<file path="config.mk">
export PLATFORM = sky130hd
export DESIGN_NAME = fp8_result_collector
export DESIGN_NICKNAME = d
export VERILOG_FILES = /design/src/rtl/fp8_pkg.sv /design/src/rtl/fp8_unpack.sv /design/src/rtl/fp8_result_collector.sv
export SDC_FILE = /design/constraint.sdc
export NUM_CORES = 1
export LEC_CHECK = 0
export BUFFER_PORTS_ARGS = -buffer_cell sky130_fd_sc_hd__buf_2
export CORE_ASPECT_RATIO = 0.9
export CORE_MARGIN = 2
export CORE_UTILIZATION = 40
export CTS_CLUSTER_SIZE = 25
export DETAILED_ROUTE_END_ITERATION = 10
export HOLD_SLACK_MARGIN = 0.06
export MAX_ROUTING_LAYER = met4
export PLACE_DENSITY = 0.78
export SYNTH_ARGS = -nofsm -noshare
export SYNTH_HDL_FRONTEND = slang
export SYNTH_SLANG_ARGS = --single-unit
</file>
<file path="constraint.sdc">
create_clock -name clk -period 2.1 [get_ports clk]
set_clock_uncertainty 0.15 [all_clocks]
set_input_delay 0.105 -clock clk [delete_from_list [all_inputs] [get_ports clk]]
set_output_delay 0.105 -clock clk [all_outputs]
set_load 0.005 [all_outputs]
</file>
<file path="src/rtl/fp8_pkg.sv">
// Shared FP8 field layout, collector state encoding and default timeout.
package fp8_pkg;

  localparam int unsigned SIGN_BIT        = 7;
  localparam int unsigned EXP_W           = 3;
  localparam int unsigned MANT_W          = 4;
  localparam int unsigned EXP_LSB         = MANT_W;
  localparam int unsigned FP8_W           = 1 + EXP_W + MANT_W;
  localparam int unsigned TIMEOUT_DEFAULT = 16;

  typedef enum logic [0:0] {
    StIdle,
    StWait
  } state_e;

endpackage

</file>
<file path="src/rtl/fp8_unpack.sv">
// Combinational FP8 field decode with zero detect (sign is ignored for zero).
module fp8_unpack
  import fp8_pkg::*;
(
  input  logic [FP8_W-1:0]  value,
  output logic              sign,
  output logic [EXP_W-1:0]  exp,
  output logic [MANT_W-1:0] mant,
  output logic              zero
);

  assign sign = value[SIGN_BIT];
  assign exp  = value[EXP_LSB +: EXP_W];
  assign mant = value[MANT_W-1:0];
  assign zero = (exp == '0) && (mant == '0);

endmodule

</file>
<file path="src/rtl/fp8_result_collector.sv">
// Collects FP8 adder results after a start request, with timeout and
// spurious-valid detection plus a wrapping transaction counter.
module fp8_result_collector
  import fp8_pkg::*;
#(
  parameter int unsigned TIMEOUT = TIMEOUT_DEFAULT
) (
  input  logic              clk,
  input  logic              reset,
  input  logic              start,
  input  logic [FP8_W-1:0]  sum,
  input  logic              valid,
  input  logic              clear_err,
  output logic [FP8_W-1:0]  result,
  output logic              result_sign,
  output logic [EXP_W-1:0]  result_exp,
  output logic [MANT_W-1:0] result_mant,
  output logic              result_zero,
  output logic              done,
  output logic              busy,
  output logic              timeout_err,
  output logic              spurious_err,
  output logic [7:0]        txn_count
);

  localparam logic [7:0] CntLast = 8'(TIMEOUT - 1);

  state_e           state_q, state_d;
  logic [7:0]       cnt_q, cnt_d;
  logic [FP8_W-1:0] result_q, result_d;
  logic             done_q, done_d;
  logic [7:0]       txn_q, txn_d;
  logic             terr_q, terr_d;
  logic             serr_q, serr_d;
  logic             timeout_ev, spurious_ev;

  always_ff @(posedge clk) begin
    if (reset) begin
      state_q  <= StIdle;
      cnt_q    <= '0;
      result_q <= '0;
      done_q   <= 1'b0;
      txn_q    <= '0;
      terr_q   <= 1'b0;
      serr_q   <= 1'b0;
    end else begin
      state_q  <= state_d;
      cnt_q    <= cnt_d;
      result_q <= result_d;
      done_q   <= done_d;
      txn_q    <= txn_d;
      terr_q   <= terr_d;
      serr_q   <= serr_d;
    end
  end

  always_comb begin
    state_d     = state_q;
    cnt_d       = cnt_q;
    result_d    = result_q;
    done_d      = 1'b0;
    txn_d       = txn_q;
    timeout_ev  = 1'b0;
    spurious_ev = 1'b0;
    unique case (state_q)
      StIdle: begin
        spurious_ev = valid;
        if (start) begin
          state_d = StWait;
          cnt_d   = '0;
        end
      end
      StWait: begin
        if (valid) begin
          result_d = sum;
          done_d   = 1'b1;
          txn_d    = txn_q + 8'd1;
          cnt_d    = '0;
          // A coincident start keeps us waiting for the next result.
          if (!start) state_d = StIdle;
        end else if (start) begin
          cnt_d = '0;
        end else if (cnt_q == CntLast) begin
          timeout_ev = 1'b1;
          cnt_d      = '0;
          state_d    = StIdle;
        end else begin
          cnt_d = cnt_q + 8'd1;
        end
      end
      default: state_d = StIdle;
    endcase
    // New error events win over a simultaneous clear.
    terr_d = timeout_ev  | (terr_q & ~clear_err);
    serr_d = spurious_ev | (serr_q & ~clear_err);
  end

  always_comb begin
    result       = result_q;
    done         = done_q;
    busy         = (state_q == StWait);
    timeout_err  = terr_q;
    spurious_err = serr_q;
    txn_count    = txn_q;
  end

  fp8_unpack u_unpack (
    .value (result_q),
    .sign  (result_sign),
    .exp   (result_exp),
    .mant  (result_mant),
    .zero  (result_zero)
  );

endmodule

</file>
==> results of run 1 <==
flip-flops by register name, summed over array words and instances, names as in the netlist:
signal / cells
result: 8
cnt_q: 8
txn_count: 8
spurious_err: 1
busy: 1
done: 1
timeout_err: 1
cell type report:
cell class / instances / share of cell area [%]
flip-flops and latches: 28 / 35.1
multi-input cells: 106 / 37.6
well taps: 42 / 3.29
clock buffers: 4 / 2.27
repair buffers: 55 / 21.3
inverters: 2 / 0.470
worst reg2reg max path, stage by stage (launching register included):
cell and delay (ps):
dfxtp_1 480, or3b_1 520, a21oi_4 200, o211ai_2 110
a31oi_2 160
routing by layer:
metal	GRT usage [%]	vias up	wire length [um]
li1	-	599	-
met1	20.1	507	1330
met2	24.4	38	1160
met3	3.94	4	164
met4	3.73	0	24
met5	-	-	0
cells in the final DEF, fill, tap and decap left out, types with 2 or more instances in the layout:
master         instances
buf_2                 41
nand2_1               28
dfxtp_1               28
nor2_1                19
a21oi_1               14
dlygate4sd3_1         12
xor2_1                 6
nand4_1                4
nor3_1                 4
and3_1                 3
clkbuf_4               3
and2_1                 2
nor3b_1                2
inv_1                  2
a22oi_1                2
o21ai_1                2
a31oi_1                2
ha_1                   2
buf_4                  2
cell families after synthesis:
kind of cell | after synthesis | share of synthesized area [%]
flip-flops | 28 | 44.2
XOR/XNOR | 7 | 4.84
AO/OA/AOI/OAI | 28 | 15.1
adder cells (fa/ha/maj) | 2 | 1.97
buffers and inverters | 17 | 8.39
AND/OR/NAND/NOR | 69 | 25.5
worst max path at each step:
stage / slack (ps) / end / from
detailed placement: 470 / cnt_q[5]$_SDFFE_PP0P_ / busy$_SDFF_PP0_
floorplan: 570 / cnt_q[5]$_SDFFE_PP0P_ / busy$_SDFF_PP0_
global route: 170 / result_zero / result[3]$_SDFFE_PP0P_
finish: 290 / result_zero / result[3]$_SDFFE_PP0P_
global placement: 520 / cnt_q[5]$_SDFFE_PP0P_ / busy$_SDFF_PP0_
CTS: 300 / result_zero / result[3]$_SDFFE_PP0P_
power groups by stage:
stage	clock network, W	registers (W)	logic (W)
floorplan	0	0.000563	0.0000532
global placement	0	0.000563	0.0000799
global route	0.000301	0.000555	0.000108
finish	0.000267	0.000553	0.0000977
CTS	0.000274	0.000553	0.0000976
detailed placement	0	0.000564	0.0000806
metrics by stage:
stage	utilization [%]	setup slack, ps	cells	power (W)	area (um2)
6_report	52.5	289	237	0.000918	1600
4_1_cts	52.5	296	237	0.000925	1600
3_5_place_dp	47.4	465	221	0.000645	1440
2_1_floorplan	-	567	151	0.000616	1270
3_3_place_gp	47.4	518	221	0.000643	1440
5_1_grt	52.5	173	237	0.000964	1600
==> impl_metrics.yaml, run 1 <==
timing:
  setup_viol: 0
  whs_ps: 328
  maxSlewViolCount: 0
  setup_tns_ps: 0
  hold_viol: 0
  finalCritPeriodShare_pct: 86.3
  slew_headroom_pct: 63.7
  period_minus_slack_ps: 1810
  tightest_slew_ps: 545
  max_freq_mhz: 552
  rsz0062_at_grt: "false"
hold_path:
  hold_path.startpoint: "result[7]$_SDFFE_PP0P_"
  hold_depth: 2
  hp-class: "reg -> reg"
  worstHoldEndpoint: "result[7]$_SDFFE_PP0P_"
power:
  leakage_nw: 0.715
  sw_frac_of_total_pct: 23.8
  p_clk_share_pct: 29.1
  combPwrFrac_pct: 10.6
  powerDensity_mw_per_mm2: 574
  power.internal_w: 0.000699
  vdd_ir_drop_max_uv: 342
  switching_power_w: 0.000219
  p_seq_share_pct: 60.2
clock_network:
  cts_sinks: 28
  cts_buffers: 3
  cts_buffer_depth: 2
  post_cts_buffers: 0
  clkLatencyLatePin_ps: 330
  cts_root_buffer: "clkbuf_4"
  h-tree-depth: 1
  cts_tree: "yes"
  cts_hold_buf: 12
  postCtsResizedCells: 0
  path_clk_slew_ps: 150
routing:
  ant_nets: 0
  drc_errors: 0
  wl_per_cell_um: 11.3
  via_count: 1148
  drt_iter0_markers: 38
  drtPass1Iterations: 4
  viasPerCell: 4.84
  wirelength_um: 2680
worst_setup_path:
  cpPeakStageDelay_ps: 540
  critPathRequiredTime_ps: 1850
  critPathLaunchType: "register"
  critical_path.top_delay_family: "simple AND/OR/NAND/NOR gates"
  slowest_stage: "or4_1"
  regToRegEndpoint: "cnt_q[5]$_SDFFE_PP0P_"
  cp.depth: 3
  reg2reg_depth: 4
  critPathKind: "reg -> out"
  cp.arrival_ps: 1560
  cp_cell_sequence: "or4_1 -> nor4_1 -> buf_2"
  crit_path_max_fanout: 4
  ff2ff_setup_slack_ps: 440
  endpoint_kind: "output port"
  path_buf_inv: 1
  r2r_start: "busy$_SDFF_PP0_"
yosys:
  post_synth.cell_area_avg_um2: 8.39
  synthTopCellsByArea: "dfxtp_1 44%, nand2_1 8.3%, nor2_1 5.6%"
  netlist_area_mm2: 0.00127
  ys_async_sr_fraction_pct: 0
  synth_nets: 166
  synth_seq_area_share_pct: 44.2
  ys_types: 35
  synth_edf_count: 0
  synthCells: 151
  yosys_register_bits: 28
  synth.top_cell.area_share_pct: 44.2
  synth_warnings: 0
  yosys.area.top_type: "dfxtp_1"
  synth-main-ff-cell: "dfxtp_1"
  netlist_top_cells_count: "28 x dfxtp_1, 28 x nand2_1, 19 x nor2_1, 14 x a21oi_1, 9 x buf_4"
cells_and_area:
  final.fill_count: 294
  register_area_um2: 561
  multi_input_area_um2: 601
  nNetsFinal: 211
  drive_gt1_share_pct: 26.2
  areaGrowthSynthToFinish_pct: 26.1
  diodes: 0
status:
  outcome: "completed"
grt:
  grt_use_total_pct: 15.5
  antenna_found_initial: 0
  grt_pass1_wl_um: 4400
  grt_overflow: 0
  grt_max_degree: 29
  grt_pass1_vias: 980
die:
  start_util_pct: 41.7
  fp.dieW_um: 63.3
  fp.coreArea_mm2: 0.00304
  ioPinCount: 42
  rows: 19
  die_h_um: 57.4
  die_area_mm2: 0.00364
place:
  hpwl_um: 1730
  place.gp.congestion: 0.790
  portBuffers: 41
run:
  maxCapViolations: 0
Power figures use the tool's default switching activity.
==> run 2: changes to the inputs <==
--- a/config.mk
+++ b/config.mk
@@ -9,6 +9,7 @@
 export CORE_ASPECT_RATIO = 0.9
 export CORE_MARGIN = 2
 export CORE_UTILIZATION = 40
+export CTS_BUF_LIST = sky130_fd_sc_hd__clkbuf_4
 export CTS_CLUSTER_SIZE = 25
 export DETAILED_ROUTE_END_ITERATION = 10
 export HOLD_SLACK_MARGIN = 0.06
==> impl_metrics.yaml, run 2 (same netlist as run 1, synthesis figures left out) <==
run:
  maxCapViolations: 0
clock_network:
  path_clk_slew_ps: 150
  cts_buffers: 3
  cts_buffer_depth: 2
  cts_root_buffer: "clkbuf_4"
  clkLatencyLatePin_ps: 330
  h-tree-depth: 1
  cts_tree: "yes"
  post_cts_buffers: 0
  cts_sinks: 28
die:
  ioPinCount: 42
  rows: 19
  die_area_mm2: 0.00364
  die_h_um: 57.4
  fp.dieW_um: 63.3
  start_util_pct: 41.7
  fp.coreArea_mm2: 0.00304
cells_and_area:
  multi_input_area_um2: 601
  final.fill_count: 295
  nNetsFinal: 211
  areaGrowthSynthToFinish_pct: 25.3
  mostFrequentLayoutCells: "41 x buf_2, 28 x nand2_1, 28 x dfxtp_1"
  register_area_um2: 561
  drive_gt1_share_pct: 25.6
  diodes: 0
  fin_cells: 237
  final_common_cell: "buf_2"
routing:
  via_count: 1153
  ant_nets: 0
  top_layer: "met4"
  drtPass1Iterations: 4
  routed-wl-met2_um: 1160
  wirelength_um: 2670
  wl_met1_um: 1310
  wl_per_cell_um: 11.3
  wl_met3_um: 180
  viasPerCell: 4.86
  drt_iter0_markers: 43
  drc_errors: 0
worst_setup_path:
  ff2ff_setup_slack_ps: 450
  startpoint: "result[3]$_SDFFE_PP0P_"
  crit_path_max_fanout: 4
  endpoint_kind: "output port"
  critPathKind: "reg -> out"
  r2r_start: "busy$_SDFF_PP0_"
  critPathLaunchType: "register"
  cp.arrival_ps: 1560
  reg2reg_depth: 4
  regToRegEndpoint: "cnt_q[5]$_SDFFE_PP0P_"
  cp-endpoint: "result_zero"
  critPathRequiredTime_ps: 1850
timing:
  finalCritPeriodShare_pct: 86.2
  tightest_slew_ps: 548
  slew_headroom_pct: 63.5
  hold_viol: 0
  setup_viol: 0
  max_freq_mhz: 552
  rsz0062_at_grt: "false"
  setup_tns_ps: 0
  maxSlewViolCount: 0
  period_minus_slack_ps: 1810
grt:
  grt_pass1_wl_um: 4420
  antenna_found_initial: 0
  grt_overflow: 0
  grt_pass1_vias: 980
  grt_max_degree: 29
  grt_use_total_pct: 15.8
hold_path:
  hold_depth: 2
  hp-class: "reg -> reg"
  hold_path.startpoint: "result[7]$_SDFFE_PP0P_"
place:
  portBuffers: 41
  dp.cells: 221
  hpwl_um: 1730
  place.gp.congestion: 0.790
power:
  leakage_nw: 0.710
  vdd_ir_drop_max_uv: 461
  powerDensity_mw_per_mm2: 551
status:
  outcome: "completed"
==> run 2: worst max-delay path: stages (launching register included) <==
cell and delay, ps:
dfxtp_1 350, or4_1 540, nor4_1 180, buf_2 160
==> run 2: how the worst min path moves through the flow <==
stage,to,slack (ps)
after floorplan,busy$_SDFF_PP0_,70
after global placement,result[7]$_SDFFE_PP0P_,200
after detailed placement,result[4]$_SDFFE_PP0P_,200
after CTS,result[7]$_SDFFE_PP0P_,330
after global routing,result[1]$_SDFFE_PP0P_,350
final,result[7]$_SDFFE_PP0P_,330
==> run 2: cell type report <==
cell class / instances / share of cell area [%]
multi-input combinational: 106 / 37.8
sequential: 28 / 35.3
timing repair buffer: 55 / 21.4
tap: 42 / 3.31
clock buffer: 3 / 1.42
inverter: 2 / 0.473
clock inverter: 1 / 0.236
==> run 2: per-stage QoR <==
stage	instance area (um2)	utilization, %	hold slack, ps	total power, W	setup slack (ps)
after global routing	1590	52.2	355	0.000931	164
after CTS	1590	52.2	329	0.000888	290
after global placement	1440	47.4	202	0.000643	518
final	1590	52.2	328	0.000875	290
after floorplan	1270	-	72.7	0.000616	567
after detailed placement	1440	47.4	202	0.000645	465
==> run 2: timing repair <==
action | in CTS | in global routing
resized for setup | 0 | 0
hold buffers | 12 | 0
endpoints found under the hold margin | 17 | 0
==> run 2: report_power, final <==
group | total (W) | switching [W] | internal [W] | leakage [nW]
logic | 0.0000978 | 0.0000476 | 0.0000501 | 0.467
registers | 0.000553 | 0.0000102 | 0.000543 | 0.227
clock network | 0.000225 | 0.000155 | 0.0000698 | 0.0154
==> run 2: layer usage <==
metal | GRT usage, % | vias to the layer above
met5 | - | -
met4 | 4.66 | 0
met3 | 4.54 | 2
met2 | 24.4 | 41
met1 | 20.1 | 506
li1 | - | 604
